===== src/rtl/onehot_strobe_decoder_pkg.sv =====
// Shared definitions for the one-hot strobe decoder: state encoding,
// counter width and the binary-to-one-hot helper.
package onehot_strobe_decoder_pkg;

   localparam int CNT_W = 8;

   typedef enum logic [1:0] {
      IDLE = 2'd0,
      HOLD = 2'd1,
      GAP  = 2'd2
   } state_t;

   // Decode for the default 3-bit code; also used by encoder checkers.
   function automatic logic [7:0] onehot(input logic [2:0] code);
      onehot = 8'd1 << code;
   endfunction

endpackage


===== src/rtl/onehot_strobe_decoder_strobe_timer.sv =====
// Loadable down-counter with a zero flag; paces the HOLD and GAP phases.
module strobe_timer
   import onehot_strobe_decoder_pkg::*;
#(
   parameter int W = CNT_W
) (
   input  logic         clk,
   input  logic         rst_n,
   input  logic         load,
   input  logic [W-1:0] load_val,
   input  logic         dec,
   output logic         zero
);

   logic [W-1:0] cnt;

   always_ff @(posedge clk) begin
      if (!rst_n)
         cnt <= '0;
      else if (load)
         cnt <= load_val;
      else if (dec && cnt != '0)
         cnt <= cnt - 1'b1;
   end

   assign zero = (cnt == '0);

endmodule


===== src/rtl/onehot_strobe_decoder.sv =====
// Accepts a binary code and strobes the matching one-hot line for a fixed
// width, then holds all lines low for a gap. ONEHOT_DEC_PARITY_EN adds parity.
module onehot_strobe_decoder
   import onehot_strobe_decoder_pkg::*;
#(
   parameter int N           = 3,
   parameter int HOLD_CYCLES = 4,
   parameter int GAP_CYCLES  = 1
) (
   input  logic              clk,
   input  logic              rst_n,
   input  logic              in_valid,
   input  logic [N-1:0]      in_code,
`ifdef ONEHOT_DEC_PARITY_EN
   input  logic              in_par,
   output logic              par_err,
`endif
   output logic              in_ready,
   output logic [2**N-1:0]   y,
   output logic              busy,
   output logic              done
);

   localparam int W = 2**N;
   localparam logic [CNT_W-1:0] HOLD_LD = CNT_W'(HOLD_CYCLES - 1);
   localparam logic [CNT_W-1:0] GAP_LD  = (GAP_CYCLES > 0) ? CNT_W'(GAP_CYCLES - 1) : '0;

   state_t       state, state_d;
   logic [W-1:0] y_d;
   logic         hold_load, hold_dec, hold_zero;
   logic         gap_load, gap_dec, gap_zero;

`ifdef ONEHOT_DEC_PARITY_EN
   logic code_ok, par_err_d;
   assign code_ok = ~^{in_code, in_par};
`endif

   strobe_timer #(.W(CNT_W)) u_hold_timer (
      .clk      (clk),
      .rst_n    (rst_n),
      .load     (hold_load),
      .load_val (HOLD_LD),
      .dec      (hold_dec),
      .zero     (hold_zero)
   );

   strobe_timer #(.W(CNT_W)) u_gap_timer (
      .clk      (clk),
      .rst_n    (rst_n),
      .load     (gap_load),
      .load_val (GAP_LD),
      .dec      (gap_dec),
      .zero     (gap_zero)
   );

   always_comb begin
      state_d   = state;
      y_d       = y;
      hold_load = 1'b0;
      hold_dec  = 1'b0;
      gap_load  = 1'b0;
      gap_dec   = 1'b0;
      in_ready  = 1'b0;
      done      = 1'b0;
`ifdef ONEHOT_DEC_PARITY_EN
      par_err_d = 1'b0;
`endif
      case (state)
         IDLE: begin
            in_ready = 1'b1;
            if (in_valid) begin
`ifdef ONEHOT_DEC_PARITY_EN
               // Bad parity consumes the code without decoding it.
               if (!code_ok)
                  par_err_d = 1'b1;
               else
`endif
               begin
                  y_d       = W'(1) << in_code;
                  hold_load = 1'b1;
                  state_d   = HOLD;
               end
            end
         end
         HOLD: begin
            if (hold_zero) begin
               done = 1'b1;
               y_d  = '0;
               if (GAP_CYCLES > 0) begin
                  gap_load = 1'b1;
                  state_d  = GAP;
               end else begin
                  state_d = IDLE;
               end
            end else begin
               hold_dec = 1'b1;
            end
         end
         GAP: begin
            if (gap_zero)
               state_d = IDLE;
            else
               gap_dec = 1'b1;
         end
         default: begin
            state_d = IDLE;
            y_d     = '0;
         end
      endcase
   end

   always_ff @(posedge clk) begin
      if (!rst_n) begin
         state <= IDLE;
         y     <= '0;
      end else begin
         state <= state_d;
         y     <= y_d;
      end
   end

`ifdef ONEHOT_DEC_PARITY_EN
   always_ff @(posedge clk) begin
      if (!rst_n)
         par_err <= 1'b0;
      else
         par_err <= par_err_d;
   end
`endif

   assign busy = (state != IDLE);

endmodule


===== config.mk =====
export PLATFORM = sky130hd
export DESIGN_NAME = onehot_strobe_decoder
export DESIGN_NICKNAME = d
export VERILOG_FILES = /design/src/rtl/onehot_strobe_decoder_pkg.sv /design/src/rtl/onehot_strobe_decoder_strobe_timer.sv /design/src/rtl/onehot_strobe_decoder.sv
export SDC_FILE = /design/constraint.sdc
export NUM_CORES = 1
export LEC_CHECK = 0
export ABC_AREA = 1
export CORE_UTILIZATION = 40
export CTS_CLUSTER_SIZE = 40
export DETAILED_ROUTE_END_ITERATION = 10
export GPL_TIMING_DRIVEN = 0
export SLEW_MARGIN = 15
export SYNTH_ARGS = -nofsm -noshare
export SYNTH_HDL_FRONTEND = slang
export SYNTH_SLANG_ARGS = --single-unit
export TNS_END_PERCENT = 50

===== constraint.sdc =====
create_clock -name clk -period 1.85 [get_ports clk]
set_clock_uncertainty 0.05 [all_clocks]
set_input_delay 0.555 -clock clk [delete_from_list [all_inputs] [get_ports clk]]
set_output_delay 0.555 -clock clk [all_outputs]
set_load 0.005 [all_outputs]

==> flow_summary.yaml, run 1 <==
final_layout:
  layout.nets: 259
  drive_above_1_share_pct: 19.7
  syn_to_final_growth_pct: 27.8
  insertedDiodeCount: 0
floorplanning:
  core_area_mm2: 0.00336
  start_util_pct: 42.3
  std_cell_rows: 21
  die_x_um: 61.6
  die_area_mm2: 0.00380
  die_h_um: 61.6
  num_io_pins: 17
clock_network:
  hold_buffers: 0
  clockBufferDepth: 2
  numCtsBuffers: 3
  numClockSinks: 26
  cts_tree: "done"
  clockRootBuffer: "clkbuf_4"
  clk_latency_ns: 0.33
  htreeDepth: 1
  path_clk_slew_ns: 0.14
synth:
  syn_nets: 229
  syn_area_per_cell_um2: 6.47
  syn_inst: 220
  synth_top_area_share_pct: 36.6
  synth_area_mm2: 0.00142
  synth_common_cells: "78 x nand2_1, 28 x nor2_1, 26 x dfxtp_1, 25 x a21oi_1, 24 x inv_1"
  synth_largest_area_cell: "dfxtp_1"
  yosysUniqueCellTypes: 22
  synth.most_common_cell: "nand2_1"
  synth.area.top_cells: "dfxtp_1 37%, nand2_1 21%, a21oi_1 8.8%, nor2_1 7.4%, inv_1 6.3%"
  synthArstFlopShare_pct: 0
  yosysSeqAreaShare_pct: 36.6
  synth-seq-cells: 26
  synth_edf_count: 0
  ys_warn_count: 0
  synthFlopType: "dfxtp_1"
worst_setup_path:
  reg2reg_to: "u_gap_timer.cnt[7]"
  cp_num_cells: 6
  path_class: "flop to primary output"
  critPathBufInv: 2
  crit_family: "simple AND/OR/NAND/NOR gates"
  path_common_cell: "nor2_4"
  crit_slowest_cell: "dfxtp_4"
  worstRegToRegCells: 8
  cp-end-kind: "primary output"
  timing.rr.start: "u_gap_timer.cnt[0]"
  rrSetupSlack_ns: 0.32
  start_kind: "flop"
  path_cells: "nor2_4 > nand2_4 > nor2_4 > nand2_2 > inv_1 > buf_2"
  cp.arrival_ns: 1.25
  worstPathMaxFanout: 2
  slowest_delay_ns: 0.38
  worstPathRequired_ns: 1.24
grt:
  antenna_found_initial: 0
  first_global_vias: 1265
  grt_max_degree: 15
  grt_pass1_wl_um: 5320
  grt-ovfl-total: 0
  grt_usage_pct: 18.9
run:
  drv_cap: 0
power:
  vdd_drop_max_uv: 501
  powerDensity_mw_per_mm2: 872
  pwr-share-clk_pct: 18.9
  swShare_pct: 34.4
  intPower_w: 0.00104
  power.total_w: 0.00158
  seqPwrFrac_pct: 41.8
  p_leak_nw: 0.824
  net-switching-power_w: 0.000545
  combinationalPowerShare_pct: 39.3
hold_path:
  min_to: "u_gap_timer.cnt[0]"
  min_from: "u_gap_timer.cnt[0]"
  holdPathStages: 2
  hp-class: "flop to flop"
sta:
  report.final.slew_viol_count: 0
  slew-limit-headroom_pct: 74.0
  fin_crit_sh_pct: 100
  clock.fmax_mhz: 539
  fin_crit_ns: 1.86
  setup_ws_ns: -0.00645
  max_slew.worst_pin.slew_ns: 0.390
  setup_viol: 1
  rsz0062_at_grt: "true"
  hold_viol_final: 0
placed_design:
  dpl_worst_slack_ns: -0.324
  gp_congestion: 0.720
  hpwlAfterDp_um: 2120
  io_buffers: 16
detailed_routing:
  ant_nets: 0
  drtIter0Drc: 48
  wl_per_cell_um: 10.2
  drt_first_pass_iters: 4
  routed_wl_um: 3020
  via_count: 1362
  viasPerCell: 4.62
  drc: 0
outcome:
  violations: "negative setup slack"
  status: "complete, but fails checks"
-- cells in the final DEF, fill, tap and decap left out --
master,n
nand2_1,76
a21oi_1,25
nor2_1,24
inv_1,21
clkdlybuf4s50_1,13
nand3_1,12
dfxtp_1,12
dfxtp_2,11
buf_4,9
nor2_4,4
xnor2_1,4
inv_2,3
o21ai_0,3
clkbuf_4,3
dfxtp_4,3
nor2_2,2
nand2_4,2
buf_6,2
buf_2,2
a21oi_2,2
nand4_1,2
xor2_1,2
ha_1,2
dlygate4sd2_1,2
nand2_2,1
o21ai_4,1
o21ai_2,1
clkbuf_1,1
nand3b_1,1
nand3_2,1
ha_4,1
clkbuf_8,1
-- stage by stage --
step	area, µm²	hold WS [ns]	instances	TNS (ns)	utilization, %
floorplan	1420	0.391	220	0	-
global placement	1640	0.400	282	-2.65	48.8
detailed placement	1640	0.413	282	-2.77	48.8
CTS	1790	0.431	295	-0.0544	53.2
global route	1820	0.472	295	-0.0741	54.1
finish	1820	0.425	295	-0.00645	54.1
-- flip-flops by register name, summed over array words and instances, names as in the netlist --
name	flops
state	2
u_hold_timer.cnt	8
u_gap_timer.cnt	8
y	8
-- timing repair --
| action | in CTS | in global routing |
|---|---|---|
| buffers inserted | 9 | 0 |
| resized for setup | 28 | 12 |
| endpoints found under the setup margin | 3 | 14 |
| hold endpoints to repair | 0 | 0 |
| pin swaps | 5 | 0 |
-- metal layers --
metal / share of wire, % / GRT usage [%] / up-vias / wire, µm
met5: 0 / 0 / - / 0
met4: 1.7 / 7.62 / 0 / 52
met3: 3.9 / 2.52 / 5 / 117
met2: 46 / 32.3 / 24 / 1380
met1: 49 / 24.0 / 587 / 1470
li1: - / - / 746 / -
-- power groups by stage --
| stage | registers [W] | logic (W) | clock network, W |
|---|---|---|---|
| 2_1_floorplan | 0.000665 | 0.000366 | 0 |
| 3_3_place_gp | 0.000667 | 0.000530 | 0 |
| 3_5_place_dp | 0.000667 | 0.000531 | 0 |
| 4_1_cts | 0.000658 | 0.000604 | 0.000308 |
| 5_1_grt | 0.000672 | 0.000710 | 0.000336 |
| 6_report | 0.000662 | 0.000623 | 0.000299 |
-- tightest hold or removal path, cell delays in order (launching register included) --
cell	delay [ns]
dfxtp_1	0.34
nand2_1	0.06
a21oi_1	0.05
-- worst max path at each step --
stage / from / end / slack (ns)
6_report: u_hold_timer.cnt[3] / done / -0.006
5_1_grt: u_hold_timer.cnt[3] / done / -0.07
4_1_cts: u_hold_timer.cnt[0] / done / -0.05
3_5_place_dp: u_hold_timer.cnt[0] / done / -0.32
3_3_place_gp: u_hold_timer.cnt[0] / done / -0.31
2_1_floorplan: u_hold_timer.cnt[0] / done / 0.28
-- cell families after synthesis --
group           after synthesis  synth area share [%]
compound gates               32                  12.6
flops                        26                  36.6
simple gates                125                  36.0
fa+ha+maj                     3                  2.64
xor+xnor                      6                  3.69
buf+inv                      28                  8.53
-- layout make-up --
cell class              instances  area (µm²)
plain buffers                   4        31.3
fillers                       365        1550
flip-flops and latches         26         546
well taps                      46        57.6
clock buffers                   4        36.3
multi-input cells             166         837
inverters                      24        90.1
repair buffers                 25         220
Power figures use the tool's default switching activity.
==> run 2: changes to the inputs <==
- CORE_MARGIN: default -> 4
==> run 2 against run 1 <==
Compared with the run above: the run still ends with negative setup slack left; largest power group unchanged; via count rose by 3.2%; combinational power about the same; wire length grew 1.6%; critical path type unchanged.
==> flow_summary.yaml, run 2 (synthesis results as in run 1) <==
final_layout:
  final_cell_mix: "77 x nand2_1, 25 x nor2_1, 25 x a21oi_1, 22 x inv_1, 17 x dfxtp_1"
  reg_top3: "u_gap_timer.cnt x8, u_hold_timer.cnt x8, y x8"
  fin_util_pct: 53.2
  layout.nets: 261
  insertedDiodeCount: 0
  syn_to_final_growth_pct: 26.6
  drive_above_1_share_pct: 16.4
  final_common_cell: "nand2_1"
sta:
  setup_viol: 1
  finalSetupTns_ns: -0.0175
  hold_viol_final: 0
  fin_crit_sh_pct: 101
  max_slew.worst_pin.slew_ns: 0.438
  holdWs_ns: 0.424
  report.final.slew_viol_count: 0
  fin_crit_ns: 1.87
  slew-limit-headroom_pct: 70.6
  setup_ws_ns: -0.0175
  clock.fmax_mhz: 535
  rsz0062_at_grt: "true"
hold_path:
  hp-class: "flop to flop"
placed_design:
  io_buffers: 16
  hpwlAfterDp_um: 2180
  gp_congestion: 0.834
power:
  power.total_w: 0.00151
  vdd_drop_max_uv: 440
  powerDensity_mw_per_mm2: 841
  p_leak_nw: 0.824
grt:
  first_global_vias: 1359
  grt-ovfl-total: 0
  grt_usage_pct: 15.7
  antenna_found_initial: 0
  grt_pass1_wl_um: 5710
  grt_max_degree: 14
detailed_routing:
  viasPerCell: 4.75
  drtIter0Drc: 49
  wl_per_cell_um: 10.4
  drt_first_pass_iters: 4
  via_count: 1405
  ant_nets: 0
  drc: 0
  routed_wl_um: 3070
worst_setup_path:
  worstPathRequired_ns: 1.24
  cp.arrival_ns: 1.26
  cp-end-kind: "primary output"
  crit_slowest_cell: "dfxtp_2"
  path_cells: "inv_2 > ha_4 > nand2_4 > nor2_1 > nand2_1 > inv_1 > buf_2"
  path_class: "flop to primary output"
  slowest_delay_ns: 0.35
  worstPathMaxFanout: 2
  start_kind: "flop"
  crit_family: "flip-flops"
  critPathBufInv: 3
clock_network:
  clockBufferDepth: 2
  numClockSinks: 26
  clockRootBuffer: "clkbuf_4"
  clk_latency_ns: 0.31
  numCtsBuffers: 3
  path_clk_slew_ns: 0.14
  htreeDepth: 1
  hold_buffers: 0
  cts_tree: "done"
floorplanning:
  start_util_pct: 42.0
  core_area_mm2: 0.00339
  die_x_um: 67.6
  std_cell_rows: 21
  num_io_pins: 17
  die_area_mm2: 0.00457
  die_h_um: 67.6
outcome:
  status: "complete, but fails checks"
  violations: "negative setup slack"
run:
  drv_cap: 0
-- run 2: changes by cell type in the layout (fill, tap and decap cells not counted), sizes merged --
cell    previous run  this run
buf               13        15
clkbuf             5         4
-- run 2: metrics by stage --
step	area [µm²]	cells	worst slack [ns]
after floorplan	1420	220	0.281
after global placement	1640	282	-0.302
after detailed placement	1640	282	-0.331
after CTS	1800	296	-0.0211
after global routing	1800	296	-0.0674
final	1800	296	-0.0175
-- run 2: path summary, 6_finish.rpt --
check / from / end / slack, ns / cells after the start
worst max-delay path: u_hold_timer.cnt[0] / done / -0.02 / 7
worst min register to register: u_gap_timer.cnt[0] / u_gap_timer.cnt[0] / 0.42 / 2
worst max register to register: state[1] / y[4] / 0.31 / 6
worst min-delay path: u_gap_timer.cnt[0] / u_gap_timer.cnt[0] / 0.42 / 2
-- run 2: final cells by class --
class                   count  area, µm²
multi-input cells         166        823
fillers                   335       1590
flip-flops and latches     26        542
plain buffers               4       31.3
clock buffers               3       22.5
inverters                  24       90.1
well taps                  46       57.6
repair buffers             27        235
-- run 2: metal layers --
| metal | up-vias | part of all wire [%] | global-route usage [%] |
|---|---|---|---|
| li1 | 750 | - | - |
| met1 | 626 | 50 | 20.5 |
| met2 | 23 | 45 | 25.6 |
| met3 | 6 | 3.0 | 3.00 |
| met4 | 0 | 1.8 | 5.32 |
| met5 | - | 0 | 0 |
-- run 2: repair_timing --
| action | 4_1_cts | 5_1_grt |
|---|---|---|
| setup endpoints to repair | 3 | 1 |
| pin swaps | 6 | 0 |
| buffers inserted | 11 | 0 |
| gates resized for setup | 31 | 0 |
-- run 2: report_power, final --
group          switching [W]  internal, W
sequential         0.0000381     0.000618
combinational       0.000324     0.000299
clock               0.000159    0.0000760
total               0.000522     0.000993
-- run 2: worst min-delay path, stage by stage, from the launching register on --
cell     delay [ns]
dfxtp_1        0.33
nand2_1        0.06
a21oi_1        0.05
==> run 3: changes to the inputs <==
- CTS_CLUSTER_DIAMETER: default -> 200
- HOLD_SLACK_MARGIN: default -> 0.15
==> results of run 3 <==
Same layout as run 2: the final DEF is identical, and so are final timing and power.
